### config.mk
export PLATFORM = sky130hd
export DESIGN_NAME = button_debounce_multi
export DESIGN_NICKNAME = d
export VERILOG_FILES = /design/src/rtl/button_debounce_multi.sv
export SDC_FILE = /design/constraint.sdc
export NUM_CORES = 1
export LEC_CHECK = 0
export ABC_CLOCK_PERIOD_IN_PS = 1150
export BUFFER_PORTS_ARGS = -buffer_cell sky130_fd_sc_hd__buf_2
export CAP_MARGIN = 0
export CORE_ASPECT_RATIO = 1.1
export CORE_UTILIZATION = 40
export CTS_BUF_LIST = sky130_fd_sc_hd__clkbuf_4
export CTS_CLUSTER_DIAMETER = 100
export DETAILED_ROUTE_END_ITERATION = 10
export HOLD_SLACK_MARGIN = 0.15
export PLACE_DENSITY = 0.66
export REMOVE_ABC_BUFFERS = 1
export SYNTH_ARGS = -nofsm -noshare
export SYNTH_HDL_FRONTEND = slang
export SYNTH_SLANG_ARGS = --single-unit
### constraint.sdc
create_clock -name clk -period 1.15 [get_ports clk]
set_input_delay 0.23 -clock clk [delete_from_list [all_inputs] [get_ports clk]]
set_output_delay 0.23 -clock clk [all_outputs]
set_load 0.01 [all_outputs]
### src/rtl/button_debounce_multi.sv
// -----------------------------------------------------------------------------
// button_debounce_multi
//
// N-channel push-button conditioner for the slow system clock domain. Each
// channel is independent and has:
//   - a 2-FF synchroniser on the raw button input,
//   - a stability-counter debouncer that accepts a new level only after
//     STABLE_CYCLES consecutive synchronised samples disagree with the current
//     debounced level,
//   - one-cycle press / release pulses, registered on the edge where the level
//     changes,
//   - an optional long-press pulse, fired once per press after the debounced
//     level has been held high for LONG_CYCLES cycles.
//
// Optional feature macro: LONG_PRESS_EN
//   defined   -> per-channel hold counter and long_press pulse generation.
//   undefined -> no hold counter; long_press is tied to 0 (port list unchanged).
//
// Parameters
//   N_BTN          number of button channels (>= 1)
//   STABLE_CYCLES  consecutive synchronised cycles needed to accept a level (>= 1)
//   LONG_CYCLES    hold time for long_press, in cycles (> STABLE_CYCLES)
//   CNT_W          hold counter width, derived from LONG_CYCLES (do not override)
//
// Ports
//   clk            system clock, all logic on the rising edge
//   rst            synchronous active-high reset
//   btn            raw asynchronous button inputs, 1 = pressed
//   level          debounced button state
//   press_pulse    one-cycle pulse on a debounced 0->1 transition
//   release_pulse  one-cycle pulse on a debounced 1->0 transition
//   long_press     one-cycle pulse after LONG_CYCLES of continuous hold
// -----------------------------------------------------------------------------
module button_debounce_multi #(
  parameter int N_BTN         = 4,
  parameter int STABLE_CYCLES = 5,
  parameter int LONG_CYCLES   = 500,
  parameter int CNT_W         = $clog2(LONG_CYCLES + 1)
) (
  input  logic             clk,
  input  logic             rst,
  input  logic [N_BTN-1:0] btn,
  output logic [N_BTN-1:0] level,
  output logic [N_BTN-1:0] press_pulse,
  output logic [N_BTN-1:0] release_pulse,
  output logic [N_BTN-1:0] long_press
);

  // Debounce counter only has to reach STABLE_CYCLES-1.
  localparam int DB_W = (STABLE_CYCLES > 1) ? $clog2(STABLE_CYCLES) : 1;
  localparam logic [DB_W-1:0] DB_LAST = DB_W'(STABLE_CYCLES - 1);
  localparam logic [DB_W-1:0] DB_ONE  = DB_W'(1);

  // ---------------------------------------------------------------------------
  // Elaboration-time parameter sanity checks
  // ---------------------------------------------------------------------------
  if (N_BTN < 1) begin : g_bad_n_btn
    $error("button_debounce_multi: N_BTN must be >= 1");
  end
  if (STABLE_CYCLES < 1) begin : g_bad_stable
    $error("button_debounce_multi: STABLE_CYCLES must be >= 1");
  end
  if (LONG_CYCLES <= STABLE_CYCLES) begin : g_bad_long
    $error("button_debounce_multi: LONG_CYCLES must exceed STABLE_CYCLES");
  end
  if (CNT_W != $clog2(LONG_CYCLES + 1)) begin : g_bad_cnt_w
    $error("button_debounce_multi: CNT_W is derived and must not be overridden");
  end

  // ---------------------------------------------------------------------------
  // 2-FF synchroniser, shared across channels. Only s2 feeds the debouncers.
  // ---------------------------------------------------------------------------
  logic [N_BTN-1:0] s1;
  logic [N_BTN-1:0] s2;

  // NOTE: sequential state is always written with non-blocking assignments so
  // every flop samples the pre-edge value of its neighbours (s2 gets the old s1).
  always_ff @(posedge clk) begin
    if (rst) begin
      s1 <= '0;
      s2 <= '0;
    end else begin
      s1 <= btn;
      s2 <= s1;
    end
  end

  // ---------------------------------------------------------------------------
  // Per-channel debounce, edge pulses and optional long-press detection
  // ---------------------------------------------------------------------------
  for (genvar g = 0; g < N_BTN; g++) begin : g_ch

    logic [DB_W-1:0] db_cnt;
    logic [DB_W-1:0] db_cnt_nxt;
    logic            level_q;
    logic            level_nxt;
    logic            press_q;
    logic            release_q;
    logic            differs;
    logic            accept;

    // NOTE: every signal driven here gets a default first, so no path through
    // the block leaves it unassigned and no latch is inferred.
    always_comb begin
      differs    = s2[g] ^ level_q;
      accept     = differs && (db_cnt == DB_LAST);
      db_cnt_nxt = '0;
      level_nxt  = level_q;
      if (accept) begin
        // Input has disagreed for STABLE_CYCLES samples: take the new level.
        level_nxt  = s2[g];
        db_cnt_nxt = '0;
      end else if (differs) begin
        db_cnt_nxt = db_cnt + DB_ONE;
      end
      // s2 == level falls through with db_cnt_nxt = 0, so any glitch shorter
      // than STABLE_CYCLES samples simply restarts the count.
    end

    // NOTE: every counter and flag is reset here, so a reset in the middle of a
    // debounce window discards the partial count and cannot emit a pulse.
    always_ff @(posedge clk) begin
      if (rst) begin
        db_cnt    <= '0;
        level_q   <= 1'b0;
        press_q   <= 1'b0;
        release_q <= 1'b0;
      end else begin
        db_cnt    <= db_cnt_nxt;
        level_q   <= level_nxt;
        // Pulses are registered on the same edge the level changes, and can
        // never both be set because level_nxt differs from level_q one way only.
        press_q   <= accept &&  s2[g];
        release_q <= accept && !s2[g];
      end
    end

    assign level[g]         = level_q;
    assign press_pulse[g]   = press_q;
    assign release_pulse[g] = release_q;

`ifdef LONG_PRESS_EN
    localparam logic [CNT_W-1:0] HOLD_MAX = CNT_W'(LONG_CYCLES);
    localparam logic [CNT_W-1:0] HOLD_PRE = CNT_W'(LONG_CYCLES - 1);
    localparam logic [CNT_W-1:0] HOLD_ONE = CNT_W'(1);

    logic [CNT_W-1:0] hold_cnt;
    logic             long_q;

    // hold_cnt is held at 0 while released and during the press_pulse cycle,
    // then counts once per cycle of continuous hold and parks at HOLD_MAX.
    // Parking there is what limits long_press to one pulse per press; a
    // release before HOLD_MAX clears the count without a pulse.
    always_ff @(posedge clk) begin
      if (rst) begin
        hold_cnt <= '0;
        long_q   <= 1'b0;
      end else begin
        long_q <= 1'b0;
        if (!level_q || press_q) begin
          hold_cnt <= '0;
        end else if (hold_cnt != HOLD_MAX) begin
          hold_cnt <= hold_cnt + HOLD_ONE;
          long_q   <= (hold_cnt == HOLD_PRE);
        end
      end
    end

    assign long_press[g] = long_q;
`else
    assign long_press[g] = 1'b0;
`endif

  end : g_ch

endmodule : button_debounce_multi
# --- Yosys cells after proc, flatten, opt, wreduce, memory -nomap -nowiden ---
# Cells that the tools add are included.
# Widths: inputs -> output; s select.
op_classes:
  addsub: 4
  n_eq_ne: 4
  bitwise_logic: 8
  reduce_logical: 20
ops:
  columns: ["op", "n"]
  rows:
  - ["$add 3x1->3 const B", 4]
  - ["$eq 3x3->1 const B", 4]
  - ["$logic_and 1x1->1", 12]
  - ["$reduce_or 3->1", 4]
  - ["$logic_not 1->1", 4]
  - ["$not 1->1", 4]
  - ["$xor 1x1->1", 4]
totals:
  regBits: 32

# --- Longest topological paths before layout ---
# Gate-level depths: netlist of run 1.
depth:
  ltp_word: 3
  ltp_mapped: 4

# --- Worst setup path after synthesis of run 1 ---
# No wires, ideal clock.
synth_timing:
  path_kind: "flip-flop to flip-flop"
  startpoint: "register g_ch[0].db_cnt[0]"
  endpoint: "register g_ch[0].db_cnt[2]"
  setup_ps: 79
  arrival_time_ps: 1102
  required_time_ps: 1071
  slack_ps: -32
  path_stages_with_launch: 5
  cell_sequence: "dfxtp_1 > inv_1 > ha_1 > or3b_1 > a211oi_2"
synth_via:
  elab_chain_len: 3
  elab_cells_between_ends: 4
  classes_between: "1 x add/sub; 1 x eq/ne; 2 x reduce/logical"
synth_rtl:
  columns: ["element", "line_no", "source"]
  rows:
  - ["start, declared", "93", "logic [DB_W-1:0] db_cnt;"]
  - ["start signal, assigned", "129", "db_cnt <= db_cnt_nxt;"]
  - ["$eq 3x3->1", "106", "accept = differs && (db_cnt == DB_LAST);"]
  - ["$logic_and 1x1->1", "106", null]
  - ["$reduce_or 3->1 (no line)", null, null]
# Several ways; a longest one is shown, not always the timed one.
# A chain may end at the register's enable or synchronous reset.

# --- Worst setup path in the final report of run 1 ---
layout_timing:
  startpoint: "register g_ch[1].db_cnt[0]"
  endpoint: "register g_ch[1].db_cnt[2]"
layout_via:
  elab_chain_len: 3
  elab_cells_between_ends: 4
  classes_between: "1 x add/sub; 1 x eq/ne; 2 x reduce/logical"
layout_rtl:
  columns: ["element", "line_no"]
  rows:
  - ["start, declared", "93"]
  - ["start signal, assigned", "129"]
  - ["$eq 3x3->1", "106"]
  - ["$logic_and 1x1->1", "106"]
  - ["$reduce_or 3->1 (no line)", null]
# Several ways; a longest one is shown, not always the timed one.

==> out/qor.txt, run 1 <==
outcome: finished, violations left
violated checks: design-rule violations, negative setup slack
IO buf count: 17
CTS tree: yes
Final HPWL DP: 1.35 mm
sum of buffers and inverters on the critical path: 1
post-synthesis mux area share: 0
DIE WIDTH: 57.2 um
global-route wire length before repair: 3.50 mm
H-tree depth: 2
main area contributors after synthesis: dfxtp_1, buf_4, nor4b_1
count leader, synth: dfxtp_1
Peak VDD IR: 0.724 mV
Post-synth ARST share: 0
#FFs+latches synth: 32
initial antenna violation count: 0
top cells by instance count after synthesis: dfxtp_1, buf_4, nor4b_1
fin nets: 156
Final min period: 1.19 ns
CTS max path bufs: 2
Most used DFF post-synth: dfxtp_1
final cycle utilization of the critical path: 1.03
diode count: 0
Slew Viols, Final: 0
final setup vio count: 4
leak pwr: 0.595 nW
Root Buffer: clkbuf_4
critical path's top delay family: simple AND/OR/NAND/NOR gates
synthesized-area fraction occupied by adder cells: 0.0746
Slew HR: 0.577
Post-Syn Area: 1340 um^2
Worst Tran Pin Value: 0.635 ns
critical path arrival: 1.44 ns
Post-Syn Instances: 124
worst-path fanout max: 3
Ys Warns: 0
final hold violation count: 0
RSZ-0062 raised after global routing: yes
core area: 3130 um^2
Fin Hold WS: 0.402 ns
Max-Cap Viols: 0
slowest stage delay, CP: 0.38 ns
clock latency on the worst-skew pair: 0.33 ns
worst-path cell chain: inv_2, ha_4, or3b_1, a211oi_2
layout cells sized above 1: 0.476
gr ovfl total: 0
Seq pwr share: 0.611
slowest stage cell, crit path: or3b_1
Syn Area/Cell: 10.8 um^2
Tightest Hold Check Type: in -> reg
die height: 62.8 um
Synth cell types: 18
post-route ant nets: 0
clock skew: 0.00492 ns
largest net degree at the start of global routing: 33
main combinational cell family by area after synthesis: simple AND/OR/NAND/NOR gates
clock sink total: 32
Filler cells: 279
Avg Vias per Cell: 5.07
CP Capture Type: flip-flop
io pins: 22
Compound-Gate Fraction of Synth Area: 0.0820
vias in the first global route: 863
Reg clk slew, reported paths: 0.09 ns
Sw Pwr: 413 uW
TritonRoute pass-1 iters: 8
TritonCTS buffer count: 5
critical path startpoint category: flip-flop
Die ar.: 3590 um^2
TNS Setup: -0.0971 ns
initial core utilization: 0.429
Max Freq: 843 MHz
row count: 21
crit path kind: reg -> reg
P per Cell Area: 1170 nW/um^2
WL per Instance: 11.6 um
combinational power share: 0.047
simple-gate share of the synthesized area: 0.216
P_int: 1.45 mW
1st-iter DRT viols: 48
post-layout util: 0.508
Yosys top cell area share: 0.477
setup ws final: -0.0364 ns
Crit path required time: 1.40 ns
Post-Synth XOR/XNOR Area: 0.0261
Synth area leader: dfxtp_1
GP Congestion: 0.705
Clock power frac: 0.342
Global Route Usage Sum: 0.132
routed wire length: 2.05 mm
Syn-to-layout area delta: 18.4%
DR vias: 897
Post-synth EDFFs: 0
Seq/Total Area, Yosys: 0.477
Setup Fix Bufs, Post-CTS: 0
Net Sw Frac: 0.222
number of remaining DRC errors: 7
==> worst paths after layout <==
path / startpoint / endpoint / slack [ns] / cells past startpoint
max: g_ch[1].db_cnt[0]$_SDFF_PP0_ / g_ch[1].db_cnt[2]$_SDFF_PP0_ / -0.04 / 4
min: rst / s1[3]$_SDFF_PP0_ / 0.40 / 2
max reg2reg: g_ch[1].db_cnt[0]$_SDFF_PP0_ / g_ch[1].db_cnt[2]$_SDFF_PP0_ / -0.04 / 4
min reg2reg: g_ch[1].db_cnt[0]$_SDFF_PP0_ / g_ch[1].db_cnt[0]$_SDFF_PP0_ / 0.44 / 1
==> stage by stage <==
stage | power, mW | std cells | cell area [um^2] | setup slack, ns
after floorplan | 1.19 | 108 | 1220 | -0.0317
after global placement | 1.23 | 165 | 1390 | -0.0346
after detailed placement | 1.23 | 165 | 1390 | -0.121
after CTS | 1.89 | 177 | 1560 | -0.0379
after global routing | 1.98 | 177 | 1590 | -0.0992
final | 1.86 | 177 | 1590 | -0.0364
==> logic make-up (layout without fill, tap and decap cells) <==
| logic type | after synthesis | in the layout |
|---|---|---|
| xor+xnor | 4 | 4 |
| simple gates | 40 | 40 |
| other cells | 1 | 4 |
| buf+inv | 27 | 43 |
| compound gates | 12 | 12 |
| flops | 32 | 32 |
| fa+ha+maj | 8 | 8 |
==> state kept, by name, summed over array words and instances, names as in the netlist <==
name            cells
s2                  4
g_ch.db_cnt        12
g_ch.press_q        4
g_ch.level_q        4
s1                  4
g_ch.release_q      4
==> worst reg2reg max path: stages (launching register included) <==
cell and delay, ns:
dfxtp_2 0.36, inv_2 0.05, ha_4 0.15, or3b_1 0.38, a211oi_2 0.18
==> layer usage <==
metal,up-vias,routed length [um],GRT usage,share of wire
li1,441,-,-,-
met1,430,819,0.114,0.40
met2,19,1080,0.240,0.53
met3,7,98,0.0435,0.048
met4,0,55,0.110,0.027
met5,-,0,0,0
==> final cells by class <==
type | count | area [um^2] | area share
well taps | 34 | 42.5 | 0.0268
clock inverters | 1 | 3.75 | 0.00236
inverters | 8 | 30.0 | 0.0189
clock buffers | 7 | 52.6 | 0.0331
flip-flops and latches | 32 | 656 | 0.413
multi-input cells | 68 | 634 | 0.399
repair buffers | 27 | 170 | 0.107
==> cells in the final DEF (no fill, tap or decap), types with 3 or more instances in the layout <==
cell / netlist / final
dfxtp_1: 32 / 20
buf_2: 1 / 17
dfxtp_2: 0 / 12
nor4b_1: 12 / 11
nor2b_1: 8 / 8
clkbuf_4: 0 / 7
buf_4: 16 / 6
inv_2: 0 / 5
xnor2_1: 4 / 4
nand2b_1: 4 / 4
a211oi_2: 4 / 4
nand3_1: 4 / 4
a21bo_2: 4 / 4
a21oi_1: 4 / 4
ha_4: 0 / 4
conb_1: 1 / 4
dlygate4sd3_1: 0 / 4
inv_1: 8 / 3
==> power groups by stage <==
stage          registers (mW)  logic, mW  clock network, mW
2_1_floorplan            1.16     0.0347                  0
3_3_place_gp             1.16     0.0671                  0
3_5_place_dp             1.16     0.0705                  0
4_1_cts                  1.14     0.0873              0.668
5_1_grt                  1.14     0.0977              0.739
6_report                 1.14     0.0883              0.636
==> what timing repair did <==
action | 4_1_cts | 5_1_grt
pin swaps | 4 | 0
endpoints found under the hold margin | 4 | 0
hold buffers | 4 | 0
endpoints found under the setup margin | 14 | 17
resized for setup | 21 | 13
Power figures use the tool's default switching activity.
==> run 2: changes to the inputs <==
--- a/config.mk
+++ b/config.mk
@@ -16,6 +16,7 @@
 export HOLD_SLACK_MARGIN = 0.15
 export PLACE_DENSITY = 0.66
 export REMOVE_ABC_BUFFERS = 1
+export SKIP_CTS_REPAIR_TIMING = 1
 export SYNTH_ARGS = -nofsm -noshare
 export SYNTH_HDL_FRONTEND = slang
 export SYNTH_SLANG_ARGS = --single-unit
==> out/qor.txt, run 2 (synthesis gave the netlist of run 1 again) <==
outcome: finished, violations left
violated checks: design-rule violations, negative setup slack
final cycle utilization of the critical path: 1.07 (+0.0389)
largest net degree at the start of global routing: 33 (unchanged)
CP Capture Type: flip-flop
Worst Hold Launch: rst
sum of buffers and inverters on the critical path: 1 (unchanged)
io pins: 22 (unchanged)
CP Capture Point: g_ch[3].db_cnt[2]$_SDFF_PP0_
Slew Viols, Final: 0 (unchanged)
slowest stage cell, crit path: or3b_4
Critical Path Source: g_ch[3].db_cnt[0]$_SDFF_PP0_
TritonCTS buffer count: 5 (unchanged)
critical path arrival: 1.49 ns (+0.05 ns)
crit path kind: reg -> reg
Syn-to-layout area delta: 17.1%
Worst Tran Pin Value: 0.644 ns (+0.00945 ns)
TritonRoute pass-1 iters: 7 (-1)
Worst path depth: 4 (unchanged)
die height: 62.8 um (unchanged)
CTS max path bufs: 2 (unchanged)
row count: 21 (unchanged)
1st-iter DRT viols: 26 (-46%)
Biggest register: g_ch.db_cnt
worst r2r src: g_ch[3].db_cnt[0]$_SDFF_PP0_
post-layout util: 0.503 (-0.00520)
fin nets: 156 (unchanged)
Peak VDD IR: 0.734 mV (+1.4%)
GP Congestion: 0.705 (unchanged)
Root Buffer: clkbuf_4
global-route wire length before repair: 3.33 mm (-4.7%)
IO buf count: 17 (unchanged)
Filler cells: 285 (+2.2%)
Reg clk slew, reported paths: 0.09 ns (about the same)
post-route ant nets: 0 (unchanged)
Reg2Reg Depth: 4 (unchanged)
critical path's top delay family: simple AND/OR/NAND/NOR gates
critical path startpoint category: flip-flop
max reg flops: 12 (unchanged)
clock latency on the worst-skew pair: 0.34 ns (about the same)
Tightest Hold Check Type: in -> reg
Final HPWL DP: 1.35 mm (unchanged)
Crit path required time: 1.41 ns (about the same)
DIE WIDTH: 57.2 um (unchanged)
Worst R2R Setup Slack: -0.08 ns (-0.04 ns)
setup ws final: -0.0811 ns (-0.0448 ns)
pre-CTS setup slack: -0.121 ns (unchanged)
slowest stage delay, CP: 0.39 ns (about the same)
most common cell after layout, fill and taps aside: dfxtp_1
Final min period: 1.23 ns (+0.0448 ns)
vias in the first global route: 833 (-3.5%)
Max Freq: 812 MHz (-3.6%)
WL per Instance: 11.7 um (+1.2%)
leak pwr: 0.596 nW (+0.30%)
number of remaining DRC errors: 8 (+1)
clock sink total: 32 (unchanged)
worst-path cell chain: inv_2, ha_4, or3b_4, a211oi_2
layout cells sized above 1: 0.455 (-0.0210)
initial core utilization: 0.429 (unchanged)
DR vias: 895 (-0.22%)
commonest non-fill, non-tap cells in the layout: dfxtp_1, buf_2, nor4b_1, dfxtp_2, nor2b_1
Avg Vias per Cell: 5.06 (-0.22%)
diode count: 0 (unchanged)
RSZ-0062 raised after global routing: yes
gr ovfl total: 0 (unchanged)
core area: 3130 um^2 (unchanged)
Global Route Usage Sum: 0.127 (-0.00510)
H-tree depth: 2 (unchanged)
Max-Cap Viols: 0 (unchanged)
worst-path fanout max: 3 (unchanged)
Slew HR: 0.571 (-0.00630)
CTS tree: yes
r2r endpoint: g_ch[3].db_cnt[2]$_SDFF_PP0_
routed wire length: 2.07 mm (+1.2%)
initial antenna violation count: 0 (unchanged)
Die ar.: 3590 um^2 (unchanged)
final setup vio count: 4 (unchanged)
clock skew: 0.00391 ns (-0.00101 ns)
final hold violation count: 0 (unchanged)
P per Cell Area: 1190 nW/um^2 (+1.3%)
run 2: routing by layer:
layer,up-vias,share of wire,track usage
li1,442,-,-
met1,426,0.40,0.107
met2,20,0.52,0.229
met3,7,0.049,0.0435
met4,0,0.029,0.110
met5,-,0,0
run 2: layout make-up:
type,count,area (um^2),area share
inverter,8,30.0,0.0191
multi-input combinational,68,619,0.394
clock inverter,1,3.75,0.00239
timing repair buffer,27,170,0.108
clock buffer,7,52.6,0.0334
tap,34,42.5,0.0270
sequential,32,654,0.416
run 2: where the power goes:
group,total [mW],switching (mW),internal [mW]
logic,0.0880,0.0463,0.0416
registers,1.14,0.0117,1.13
clock network,0.642,0.361,0.282
run 2: worst register-to-register path, stage by stage, from the launching register on:
cell and delay [ns]:
dfxtp_2 0.36, inv_2 0.05, ha_4 0.15, or3b_4 0.39, a211oi_2 0.22
run 2: worst min path at each step:
stage          cells past startpoint  slack, ns                           end
3_3_place_gp                       1       0.42              s2[2]$_SDFF_PP0_
4_1_cts                            2       0.09              s1[0]$_SDFF_PP0_
6_report                           2       0.40              s1[3]$_SDFF_PP0_
2_1_floorplan                      1       0.30  g_ch[0].level_q$_SDFFE_PP0P_
3_5_place_dp                       1       0.43              s2[2]$_SDFF_PP0_
5_1_grt                            2       0.43              s2[3]$_SDFF_PP0_
run 2: metrics by stage:
stage               std cells  TNS (ns)  hold WS, ns  cell area, um^2  total power [mW]
finish                    177    -0.174        0.400             1570              1.87
global route              177    -0.530        0.427             1570              1.98
CTS                       173    -0.955       0.0897             1450              1.87
detailed placement        165    -0.652        0.427             1390              1.23
global placement          165    -0.149        0.422             1390              1.23
floorplan                 108    -0.127        0.299             1220              1.19
==> run 3: changes to the inputs <==
--- a/config.mk
+++ b/config.mk
@@ -8,13 +8,15 @@
 export ABC_CLOCK_PERIOD_IN_PS = 1150
 export BUFFER_PORTS_ARGS = -buffer_cell sky130_fd_sc_hd__buf_2
 export CAP_MARGIN = 0
+export CELL_PAD_IN_SITES_DETAIL_PLACEMENT = 1
+export CELL_PAD_IN_SITES_GLOBAL_PLACEMENT = 1
 export CORE_ASPECT_RATIO = 1.1
 export CORE_UTILIZATION = 40
 export CTS_BUF_LIST = sky130_fd_sc_hd__clkbuf_4
 export CTS_CLUSTER_DIAMETER = 100
 export DETAILED_ROUTE_END_ITERATION = 10
 export HOLD_SLACK_MARGIN = 0.15
-export PLACE_DENSITY = 0.66
+export PLACE_DENSITY = 0.8
 export REMOVE_ABC_BUFFERS = 1
 export SKIP_CTS_REPAIR_TIMING = 1
 export SYNTH_ARGS = -nofsm -noshare
==> out/qor.txt, run 3 (synthesis gave the netlist of run 1 again) <==
outcome: finished, violations left
violated checks: design-rule violations, negative setup slack
Final Cell Area: 1570 um^2 (-0.16%)
Slew HR: 0.579 (+0.00837)
placed instance count: 166 (+0.61%)
hold depth: 2 (unchanged)
Avg Vias per Cell: 5.06 (+0.10%)
vias in the first global route: 858 (+3.0%)
Filler cells: 347 (+22%)
gr ovfl total: 0 (unchanged)
Max-Cap Viols: 0 (unchanged)
Worst path depth: 4 (unchanged)
Crit path required time: 1.40 ns (about the same)
global-route wire length before repair: 3.65 mm (+9.5%)
RSZ-0062 raised after global routing: yes
pre-CTS setup slack: -0.123 ns (-0.00193 ns)
row count: 21 (unchanged)
TNS Setup: -0.208 ns (-0.0346 ns)
Root Buffer: clkbuf_4
core area: 3130 um^2 (unchanged)
WL per Instance: 12.8 um (+9.5%)
Tightest Hold Check Type: in -> reg
DIE WIDTH: 57.2 um (unchanged)
io pins: 22 (unchanged)
largest net degree at the start of global routing: 33 (unchanged)
critical path startpoint category: flip-flop
Slew Viols, Final: 0 (unchanged)
number of remaining DRC errors: 6 (-2)
Syn-to-layout area delta: 17.0%
critical path's top delay family: simple AND/OR/NAND/NOR gates
area of the multi-input gates: 609 um^2 (-1.6%)
clock skew: 0.00822 ns (+0.00431 ns)
initial core utilization: 0.429 (unchanged)
setup ws final: -0.0902 ns (-0.00903 ns)
worst-path cell chain: inv_1, ha_4, or3b_1, a211oi_2
layout cells sized above 1: 0.438 (-0.0170)
final cycle utilization of the critical path: 1.08 (+0.00785)
Placed Area: 1400 um^2 (+0.54%)
Fin Hold WS: 0.405 ns (+0.00529 ns)
leak pwr: 0.592 nW (-0.76%)
Peak VDD IR: 0.588 mV (-20%)
TritonRoute pass-1 iters: 7 (unchanged)
final setup vio count: 4 (unchanged)
Biggest register: g_ch.db_cnt
1st-iter DRT viols: 35 (+35%)
initial antenna violation count: 0 (unchanged)
TritonCTS buffer count: 5 (unchanged)
Die ar.: 3590 um^2 (unchanged)
worst-path fanout max: 3 (unchanged)
IO buf count: 17 (unchanged)
Reg clk slew, reported paths: 0.10 ns (about the same)
post-layout util: 0.502 (-0.000800)
post-route ant nets: 0 (unchanged)
sum of buffers and inverters on the critical path: 1 (unchanged)
Final HPWL DP: 1.53 mm (+14%)
clock latency on the worst-skew pair: 0.33 ns (about the same)
max reg flops: 12 (unchanged)
fin nets: 157 (+0.64%)
final hold violation count: 0 (unchanged)
slowest stage delay, CP: 0.40 ns (about the same)
CTS tree: yes
Register Area: 654 um^2 (unchanged)
GP Congestion: 0.682 (-3.3%)
Global Route Usage Sum: 0.137 (+0.00945)
CTS max path bufs: 2 (unchanged)
Worst Tran Pin Value: 0.632 ns (-0.0125 ns)
Final min period: 1.24 ns (+0.00903 ns)
Pwr Total: 1.86 mW (-0.40%)
die height: 62.8 um (unchanged)
most common cell after layout, fill and taps aside: dfxtp_1
commonest non-fill, non-tap cells in the layout: dfxtp_1, buf_2, nor4b_1, dfxtp_2, nor2b_1
Reg2Reg Depth: 4 (unchanged)
diode count: 0 (unchanged)
slowest stage cell, crit path: or3b_1
clock sink total: 32 (unchanged)
P per Cell Area: 1180 nW/um^2 (-0.25%)
critical path arrival: 1.49 ns (about the same)
crit path kind: reg -> reg
non-filler instance count after layout: 178 (+0.56%)
CP Capture Type: flip-flop
routed wire length: 2.28 mm (+10%)
Max Freq: 806 MHz (-0.73%)
DR vias: 901 (+0.67%)
H-tree depth: 2 (unchanged)
## run 3: cell count changes in the layout (fill, tap and decap cells not counted), sizes merged
cell,before,now
buf,23,24
clkbuf,7,6
clkinvlp,0,1
## run 3: layout make-up
class                      instances  share of cell area
timing repair buffer              28               0.113
tap                               34              0.0271
clock buffer                       6              0.0287
sequential                        32               0.417
clock inverter                     2             0.00717
multi-input combinational         68               0.388
inverter                           8              0.0191
## run 3: worst reg2reg max path: stages (launching register included)
cell      delay, ns
dfxtp_2        0.34
inv_1          0.06
ha_4           0.16
or3b_1         0.40
a211oi_2       0.21
## run 3: worst paths after layout
| kind | from | to | slack, ns |
|---|---|---|---|
| max reg2reg | g_ch[0].db_cnt[1]$_SDFF_PP0_ | g_ch[0].db_cnt[2]$_SDFF_PP0_ | -0.09 |
| min reg2reg | g_ch[2].db_cnt[0]$_SDFF_PP0_ | g_ch[2].db_cnt[0]$_SDFF_PP0_ | 0.44 |
| min | rst | s1[2]$_SDFF_PP0_ | 0.40 |
| max | g_ch[0].db_cnt[1]$_SDFF_PP0_ | g_ch[0].db_cnt[2]$_SDFF_PP0_ | -0.09 |
## run 3: routing by layer
metal	track usage	routed length [um]	vias up
met5	0	0	-
met4	0.0915	65	0
met3	0.0435	91	7
met2	0.238	1180	21
met1	0.136	946	433
li1	-	-	440
## run 3: where the power goes
part           total (mW)  leakage [nW]  switching (mW)  internal [mW]
clock network       0.633        0.0293           0.377          0.256
registers            1.14         0.265          0.0130           1.13
logic              0.0882         0.297          0.0470         0.0412
